**src/rtl/disp_scan_ctrl.sv**
```systemverilog
// disp_scan_ctrl: time-multiplexed scan controller for an 8-digit seven-segment display.
// Holds a double-buffered 32-bit hex value and blank mask. Steps a digit index at a fixed
// refresh rate and presents one registered digit (index, nibble, blank) at a time.
module disp_scan_ctrl #(
  parameter int unsigned TICK_DIV = 100000,
  parameter int unsigned CNT_W    = 24
) (
  input  logic        clk,
  input  logic        reset,
  input  logic        load,
  input  logic [31:0] value,
  input  logic [7:0]  blank_mask,
  input  logic        lz_en,
  output logic [2:0]  dig,
  output logic [3:0]  data,
  output logic        blank,
  output logic        busy,
  output logic        frame_done
);

  localparam logic [CNT_W-1:0] LP_TICK_MAX = CNT_W'(TICK_DIV - 1);
  localparam logic [2:0]       LP_IDX_MAX  = 3'd7;

  logic [CNT_W-1:0] r_cnt;
  logic [2:0]       r_idx;
  logic [31:0]      r_act_val;
  logic [7:0]       r_act_mask;
  logic [31:0]      r_pend_val;
  logic [7:0]       r_pend_mask;

  logic             w_tick;
  logic             w_wrap;
  logic [31:0]      w_upper;
  logic [3:0]       w_nib;
  logic             w_lz;
  logic             w_blank;

  // Slot tick, frame wrap, and the nibble/blank for the current index from the active buffer
  always_comb begin
    w_tick  = (r_cnt == LP_TICK_MAX);
    w_wrap  = w_tick && (r_idx == LP_IDX_MAX);
    w_upper = r_act_val >> {r_idx, 2'b00};
    w_nib   = w_upper[3:0];
    // Digit 0 is never suppressed so an all-zero value still shows a single "0"
    w_lz    = lz_en && (r_idx != 3'd0) && (w_upper == 32'd0);
    w_blank = r_act_mask[r_idx] | w_lz;
  end

  // Prescaler and digit index; the index advances once per slot and wraps 7 -> 0
  always_ff @(posedge clk or posedge reset) begin
    if (reset) begin
      r_cnt <= '0;
      r_idx <= 3'd0;
    end else if (w_tick) begin
      r_cnt <= '0;
      r_idx <= r_idx + 3'd1;
    end else begin
      r_cnt <= r_cnt + CNT_W'(1);
    end
  end

  // Double buffer: loads land in pending; pending becomes active only on the frame wrap
  always_ff @(posedge clk or posedge reset) begin
    if (reset) begin
      r_pend_val  <= 32'd0;
      r_pend_mask <= 8'd0;
      r_act_val   <= 32'd0;
      r_act_mask  <= 8'hFF;
      busy        <= 1'b0;
    end else begin
      // The wrap consumes the previously pending value before a same-edge load replaces it
      if (w_wrap && busy) begin
        r_act_val  <= r_pend_val;
        r_act_mask <= r_pend_mask;
      end
      if (load) begin
        r_pend_val  <= value;
        r_pend_mask <= blank_mask;
        busy        <= 1'b1;
      end else if (w_wrap) begin
        busy        <= 1'b0;
      end
    end
  end

  // Registered display outputs, one cycle behind the index change
  always_ff @(posedge clk or posedge reset) begin
    if (reset) begin
      dig        <= 3'd0;
      data       <= 4'd0;
      blank      <= 1'b1;
      frame_done <= 1'b0;
    end else begin
      dig        <= r_idx;
      data       <= w_nib;
      blank      <= w_blank;
      frame_done <= w_wrap;
    end
  end

endmodule

```
**config.mk**
```make
export PLATFORM = sky130hd
export DESIGN_NAME = disp_scan_ctrl
export DESIGN_NICKNAME = d
export VERILOG_FILES = /design/src/rtl/disp_scan_ctrl.sv
export SDC_FILE = /design/constraint.sdc
export NUM_CORES = 1
export LEC_CHECK = 0
export ABC_AREA = 1
export BUFFER_PORTS_ARGS = -buffer_cell sky130_fd_sc_hd__buf_2
export CAP_MARGIN = 5
export CORE_MARGIN = 2
export CORE_UTILIZATION = 64
export CTS_CLUSTER_SIZE = 10
export DETAILED_ROUTE_END_ITERATION = 12
export GPL_ROUTABILITY_DRIVEN = 0
export PLACE_DENSITY = 0.95
export RECOVER_POWER = 50
export SLEW_MARGIN = 0
export SYNTH_ARGS = -nofsm -noshare
export SYNTH_HDL_FRONTEND = slang
export SYNTH_SLANG_ARGS = --single-unit
```
**constraint.sdc**
```tcl
create_clock -name clk -period 5.19 [get_ports clk]
set_input_delay 0.519 -clock clk [delete_from_list [all_inputs] [get_ports clk]]
set_output_delay 0.519 -clock clk [all_outputs]
set_load 0.01 [all_outputs]
```
==> results of run 1 <==
==> power breakdown <==
group | switching [mW] | total (mW) | internal (mW)
registers | 0.00823 | 0.949 | 0.941
clock network | 0.465 | 1.11 | 0.648
logic | 0.0597 | 0.0855 | 0.0258
total | 0.533 | 2.15 | 1.61
==> logic make-up (layout without fill, tap and decap cells) <==
| family | after synthesis | after routing | share of synthesized area |
|---|---|---|---|
| and+or+nand+nor | 320 | 320 | 0.256 |
| buffers and inverters | 124 | 186 | 0.0918 |
| DFF | 117 | 117 | 0.502 |
| AOI/OAI and AO/OA | 113 | 113 | 0.127 |
| xor gates and xnor gates | 10 | 10 | 0.0150 |
| adders and majority gates | 4 | 4 | 0.00856 |
==> cell usage in the layout, fill, tap and decap left out, types with 2 or more instances in the layout <==
| cell | count |
|---|---|
| nor4_1 | 3 |
| nand2_2 | 41 |
| a21oi_1 | 3 |
| inv_2 | 2 |
| o21ai_0 | 58 |
| xor2_1 | 10 |
| o211ai_1 | 4 |
| nand4_1 | 18 |
| o21ai_1 | 2 |
| nand2_1 | 161 |
| inv_1 | 94 |
| clkinv_4 | 2 |
| nor2_2 | 4 |
| clkbuf_1 | 3 |
| ha_1 | 4 |
| nor2_1 | 43 |
| o21bai_1 | 3 |
| dfstp_2 | 9 |
| buf_4 | 2 |
| clkinvlp_4 | 4 |
| clkbuf_16 | 16 |
| nor3_1 | 9 |
| o21ai_2 | 40 |
| inv_6 | 6 |
| buf_2 | 52 |
| dfrtp_1 | 108 |
| nand3_1 | 32 |
==> layout make-up <==
class                           instances  share of cell area
Multi-Input combinational cell        447               0.355
Timing Repair Buffer                   56              0.0425
Inverter                               98              0.0555
Clock inverter                         14              0.0213
Tap cell                              108              0.0203
Sequential cell                       117               0.442
Clock buffer                           18              0.0629
==> per-stage QoR <==
stage / util / hold WS [ps]
final: 0.755 / 202
after global routing: 0.755 / 197
after CTS: 0.757 / 195
after detailed placement: 0.693 / 470
after global placement: 0.693 / 463
after floorplan: - / 381
==> worst max path at each step <==
stage / start / to / slack (ps) / cells after the start
after floorplan: reset / busy / 1590 / 1
after global placement: r_cnt[0] / r_act_val[8] / 2600 / 9
after detailed placement: r_cnt[0] / r_act_val[5] / 2470 / 9
after CTS: r_cnt[0] / r_act_val[5] / 2450 / 9
after global routing: r_idx[0] / r_act_val[9] / 1380 / 7
final: r_idx[0] / r_act_val[5] / 1630 / 7
==> metal layers <==
metal	wire (um)	part of all wire	vias up	track usage
li1	-	-	2292	-
met1	5290	0.38	2326	0.364
met2	6740	0.48	334	0.496
met3	1150	0.083	97	0.0766
met4	728	0.052	0	0.151
met5	0	0	-	0
==> worst max-delay path, cell delays in order (launching register included) <==
cell	delay [ps]
dfrtp_1	320
clkbuf_1	1060
ha_1	320
ha_1	210
nand4_4	670
buf_4	620
nand2_2	160
o21ai_2	60
==> registers in the layout, summed over array words and instances, names as in the netlist <==
signal and count:
r_cnt 24, frame_done 1, dig 3, r_pend_mask 8, r_idx 3, blank 1, r_act_mask 8, r_act_val 32
r_pend_val 32, data 4, busy 1
==> flow_summary.ini, run 1 <==
[run_status]
status = finished, violations left
violations = max-capacitance violations, max-slew violations

[grt]
grt_max_degree = 82
grt_pass1_wl_um = 23400
grt_overflow = 0
grt_pass1_vias = 5018
track_usage = 0.299
antenna_found_initial = 0

[synth]
syn_area_um2 = 5850
avgSynthCellArea_um2 = 8.50
yosysTopAreaCellShare = 0.462
yosys-top-cells-area = dfrtp_1 (46%), nand2_1 (10%), inv_1 (6.1%), o21ai_2 (6.0%), o21ai_0 (5.0%)
synth_area_leader_cell = dfrtp_1
synth_edf_count = 0
yosysMostFrequentCell = nand2_1
syn_nets = 736
synth.top_cells.by_count = nand2_1 (160), dfrtp_1 (108), inv_1 (95)
ys_warn_count = 0
syn_inst = 688
ys_ff_latch = 117
async_flop_share = 1.00
ys.flop_type = dfrtp_1
ys_types = 38
seq_area_frac_synth = 0.502

[clock_network]
cts_buffers = 17
worstSkewPairLatency_ps = 520
h-tree-depth = 4
clock_path_buffers = 2
cts_tree = yes
clk_pin_slew_ps = 60
cts_resized = 0
ctsHoldBuffers = 0
cts_root_buf = clkbuf_8
clock_sinks = 117
post_cts_buffers = 0

[placement]
post-dp-hpwl_um = 8490
placed_cells = 826
dp_slack_ps = 2470
detailed_place.area_um2 = 6110
port-buffer-count = 53

[die]
dieArea_um2 = 9920
ios = 54
die_w_um = 99.6
die_h_um = 99.6
initial_utilization = 0.664
core_area_um2 = 8810
rows = 34

[layout]
antennaDiodeCount = 0
multi_input_area_um2 = 2360
layout-drive-gt1-share = 0.252
design_area_um2 = 6650
syn_to_final_growth_pct = 13.7
n_fill_cell = 540
nNetsFinal = 785
sequential_cell_area_um2 = 2940
fin_cells = 858

[critical_path]
start_kind = flip-flop
reg2reg_setup_slack_ps = 1630
cp.required_ps = 5580
r2r_start = r_idx[0]
criticalPathCategory = reg -> reg
r2r_cells = 7
setup.worst_path.end_class = flip-flop
cp.arrival_ps = 3950
path_max_fanout = 42
r2r_end = r_act_val[5]

[pwr]
p_per_area_nw_per_um2 = 323
total_power_mw = 2.15
vdd_ir_drop_max_uv = 270
p_leak_nw = 3.34

[routing]
num_vias = 5049
drt_iter0_markers = 526
vias_per_cell = 5.88
wirelength_um = 13900
wl_per_cell_um = 16.2
antenna_left = 0
drc_errors = 0
first_pass_iters = 7

[hold_path]
hp-start = blank_mask[0]
hold_path.class = in -> reg
hold_depth = 3
min_to = r_pend_mask[0]

[job]
cap_violations = 2

[timing]
period_share = 0.687
drv_slew = 159
worst_pin_slew_ps = 3110
timing.final.hold_violations = 0
fin_crit_ps = 3560
fin_tns_setup_ps = 0
skew_ps = 7.27
rsz0062_at_grt = false
slew_headroom = -1.08
worst_slack_ps = 1630
setup_viol = 0
fmax_ghz = 0.281
No activity file was read; power rests on OpenSTA's default activity.
==> run 2: changes to the inputs <==
Settings changed: CORE_UTILIZATION 64 to 54, PLACE_DENSITY 0.95 to 0.87.
Clock period 5.19 ns to 3 ns, I/O delays scaled along.
==> flow_summary.ini, run 2 (same netlist as run 1, synthesis figures left out) <==
[run_status]
status = finished, violations left
violations = max-capacitance violations, max-slew violations

[clock_network]
cts_buffers = 17
clock_sinks = 117
cts_root_buf = clkbuf_8
h-tree-depth = 4
worstSkewPairLatency_ps = 530
clk_pin_slew_ps = 60
clock_path_buffers = 2
cts_tree = yes

[die]
core_area_um2 = 10400
dieArea_um2 = 11700
initial_utilization = 0.562
die_h_um = 108
die_w_um = 108
ios = 54
rows = 37

[timing]
setup_viol = 0
holdWs_ps = 14.5
drv_slew = 118
worst_pin_slew_ps = 1530
fin_crit_ps = 2090
fin_tns_setup_ps = 0
skew_ps = 7.88
rsz0062_at_grt = false
fmax_ghz = 0.478
timing.final.hold_violations = 0
slew_headroom = -0.0208
period_share = 0.697

[placement]
post-dp-hpwl_um = 8230
port-buffer-count = 53
placed_cells = 854

[layout]
final_common_cell = nand2_1
fin_cells = 927
n_fill_cell = 722
nNetsFinal = 825
utilization = 0.691
reg.largest.list = r_act_val x32, r_pend_val x32, r_cnt x24
multi_input_area_um2 = 2370
sequential_cell_area_um2 = 2940
layout_common_cells = nand2_1 (160), dfrtp_1 (108), inv_1 (94)
layout-drive-gt1-share = 0.244
syn_to_final_growth_pct = 23.1

[critical_path]
crit_chain = inv_2 -> nand2_1 -> nand3_1 -> nand3_1 -> nand2_1 -> nor2_1 -> nand2_1 -> nor2_1 -> nand2_1 -> nand2_1
worstSetupEndpoint = blank
cp.arrival_ps = 2570
path_max_fanout = 26
cp_num_cells = 10
reg2reg_setup_slack_ps = 910
r2r_end = blank
r2r_cells = 10
setup.worst_path.end_class = flip-flop
slowest_delay_ps = 670
r2r_start = r_idx[0]
cp.required_ps = 3480
crit_top_cell = nand2_1
slowest_stage = dfrtp_1
path_delay_family = simple AND/OR/NAND/NOR gates
criticalPathCategory = reg -> reg
cp_num_buf_inv = 1
start_kind = flip-flop
crit_start = r_idx[0]

[routing]
num_vias = 4928
top_layer_used = met4
drc_errors = 0
vias_per_cell = 5.32
wl_per_cell_um = 14.3
m1WireLength_um = 5370
met2_length_um = 6650
antenna_left = 0
first_pass_iters = 8
wirelength_um = 13200
wl_met3_um = 853
drt_iter0_markers = 396

[grt]
antenna_found_initial = 1
grt_pass1_vias = 5029
grt_max_degree = 118
grt_pass1_wl_um = 22300
grt_overflow = 0
track_usage = 0.244

[job]
cap_violations = 1

[pwr]
p_per_area_nw_per_um2 = 559
vdd_ir_drop_max_uv = 389
p_leak_nw = 3.57

[hold_path]
hold_path.class = in -> reg
## run 2: cell types whose count changed in the layout (fill, tap and decap cells not counted), sizes merged
| cell | change |
|---|---|
| bufinv | +4 |
| inv | -5 |
| dlygate4sd3 | +40 |
| clkinvlp | -3 |
| diode | +1 |
| clkinv | +5 |
| clkbuf | -1 |
## run 2: worst min path at each step
stage | slack (ps) | startpoint | cells after the start | endpoint
2_1_floorplan | 380 | r_idx[0] | 0 | dig[0]
3_3_place_gp | 460 | r_act_mask[6] | 2 | r_act_mask[6]
3_5_place_dp | 470 | r_act_mask[6] | 2 | r_act_mask[6]
4_1_cts | 10 | value[19] | 3 | r_pend_val[19]
5_1_grt | 20 | value[19] | 3 | r_pend_val[19]
6_report | 10 | value[19] | 3 | r_pend_val[19]
## run 2: area by class of cell
class,instances,area share
Tap cell,136,0.0236
Clock inverter,15,0.0318
Clock buffer,17,0.0575
Timing Repair Buffer,96,0.0971
Multi-Input combinational cell,447,0.330
Inverter,98,0.0516
Sequential cell,117,0.408
Antenna cell,1,0.000348
## run 2: power breakdown
| part | leakage [nW] | switching (mW) | internal, mW |
|---|---|---|---|
| logic | 1.75 | 0.111 | 0.0767 |
| clock network | 0.313 | 0.754 | 1.44 |
| registers | 1.51 | 0.0132 | 1.63 |
## run 2: metal layers
layer | up-vias | track usage
met5 | - | 0
met4 | 0 | 0.114
met3 | 41 | 0.0663
met2 | 198 | 0.413
met1 | 2316 | 0.290
li1 | 2373 | -
## run 2: repair_timing
| action | CTS | global route |
|---|---|---|
| gates resized for setup | 0 | 0 |
| hold buffers | 40 | 0 |
| buffers inserted | 0 | 0 |
| hold endpoints to repair | 147 | 0 |
## run 2: worst register-to-register path, cell delays in order, from the launching register on
cell     delay, ps
dfrtp_1        670
inv_2          330
nand2_1        220
nand3_1        150
nand3_1        180
nand2_1        120
nor2_1         120
nand2_1         60
nor2_1          80
nand2_1         60
nand2_1         60
## run 2: through the flow
stage                     setup WS, ps  area [um^2]  total power [mW]
final                              909         7200              4.02
after global routing               833         7200              4.15
after CTS                         1020         7210              4.04
after detailed placement          1040         6170              1.82
after global placement            1120         6170              1.81
after floorplan                   1280         5850              1.76
==> run 3: changes to the inputs <==
Clock period 3 ns to 1.7 ns, I/O delays scaled along.
==> flow_summary.ini, run 3 (same netlist as run 1, synthesis figures left out) <==
[timing]
skew_ps = 10.1
rsz0062_at_grt = true
period_share = 1.09
worst_slack_ps = -148
fin_crit_ps = 1850
setup_viol = 47
timing.final.hold_violations = 0
drv_slew = 0
holdWs_ps = 112
fin_tns_setup_ps = -2900
slew_headroom = 0.325
fmax_ghz = 0.541
worst_pin_slew_ps = 1010

[pwr]
total_power_mw = 6.95
p_per_area_nw_per_um2 = 890
vdd_ir_drop_max_uv = 614
p_leak_nw = 3.87

[layout]
layout-drive-gt1-share = 0.313
syn_to_final_growth_pct = 33.6
sequential_cell_area_um2 = 2940
n_fill_cell = 625
design_area_um2 = 7810
antennaDiodeCount = 0
final_common_cell = nand2_1
multi_input_area_um2 = 2510
reg.largest.list = r_act_val x32, r_pend_val x32, r_cnt x24
layout_common_cells = nand2_1 (151), dfrtp_1 (106), inv_1 (92)
nNetsFinal = 869

[placement]
detailed_place.area_um2 = 6340
port-buffer-count = 53
dp_slack_ps = -81.5
post-dp-hpwl_um = 8450

[die]
ios = 54
dieArea_um2 = 11700
die_w_um = 108
die_h_um = 108
initial_utilization = 0.562
rows = 37
core_area_um2 = 10400

[critical_path]
crit_chain = ha_2 -> nand2_2 -> nor2_4 -> nand4_4 -> nor3_4 -> nand4_4 -> buf_12 -> clkbuf_16 -> nand2_2 -> o21ai_2
setup.worst_path.end_class = flip-flop
path_delay_family = simple AND/OR/NAND/NOR gates
path_max_fanout = 8
slowest_stage = dfrtp_1
cp.arrival_ps = 2270
cp_num_buf_inv = 2
slowest_delay_ps = 370
cp.required_ps = 2120
reg2reg_setup_slack_ps = -150
start_kind = flip-flop
criticalPathCategory = reg -> reg

[clock_network]
cts_buffers = 17
worstSkewPairLatency_ps = 540
clock_sinks = 117
clock_path_buffers = 2
cts_tree = yes
cts_root_buf = clkbuf_8
h-tree-depth = 4
clk_pin_slew_ps = 60

[grt]
track_usage = 0.256
grt_max_degree = 118
grt_pass1_wl_um = 23100
antenna_found_initial = 0
grt_pass1_vias = 5100
grt_overflow = 0

[hold_path]
hold_path.class = in -> reg

[routing]
antenna_left = 0
num_vias = 5450
vias_per_cell = 5.62
first_pass_iters = 9
drc_errors = 0
wl_per_cell_um = 16.7
drt_iter0_markers = 594
wirelength_um = 16200

[run_status]
violations = negative setup slack
status = finished, violations left

[job]
cap_violations = 0
-- run 3: cell count changes in the layout (fill, tap and decap cells not counted), sizes merged --
| cell | before | now |
|---|---|---|
| inv | 98 | 96 |
| diode | 1 | 0 |
| bufinv | 5 | 3 |
| clkinv | 8 | 4 |
| buf | 54 | 93 |
| dlygate4sd3 | 40 | 41 |
| clkbuf | 19 | 31 |
-- run 3: final timing paths --
path,from,cells past startpoint,end
setup / recovery,r_cnt[0],10,r_act_val[16]
hold / removal,lz_en,7,blank
min in group asynchronous,reset,4,dig[1]
max in group asynchronous,reset,4,r_idx[0]
hold reg to reg,r_act_mask[1],2,r_act_mask[1]
setup reg to reg,r_cnt[0],10,r_act_val[16]
-- run 3: cell type report --
cell class | count | area share
clock inverters | 7 | 0.0149
repair buffers | 140 | 0.152
inverters | 98 | 0.0485
multi-input cells | 447 | 0.321
clock buffers | 25 | 0.0645
flip-flops and latches | 117 | 0.377
well taps | 136 | 0.0218
-- run 3: tightest hold or removal path, cell delays in order --
cell      delay [ps]
buf_2            110
o211ai_1          90
nor2_1            50
nand2_1           50
nor2_1            40
nand2_1           80
nand2_1           60
-- run 3: timing repair --
item / in CTS / in global routing
endpoints found under the hold margin: 148 / 0
setup endpoints to repair: 19 / 57
gates resized for setup: 6 / 48
gates cloned: 0 / 6
setup buffers: 0 / 17
pin swaps: 0 / 15
hold buffers: 41 / 0
-- run 3: metrics by stage --
stage,std cells,util
floorplan,688,-
global placement,874,0.609
detailed placement,874,0.609
CTS,947,0.710
global route,970,0.750
finish,970,0.750
-- run 3: metal layers --
metal,up-vias,global-route usage,routed length [um]
li1,2449,-,-
met1,2551,0.309,6060
met2,349,0.422,8050
met3,101,0.0681,1350
met4,0,0.135,769
met5,-,0,0
-- run 3: report_power, final --
part           total, mW  leakage (nW)  internal (mW)  switching [mW]
logic              0.350          2.06          0.142           0.208
registers           2.90          1.51           2.87          0.0243
clock network       3.71         0.304           2.46            1.24
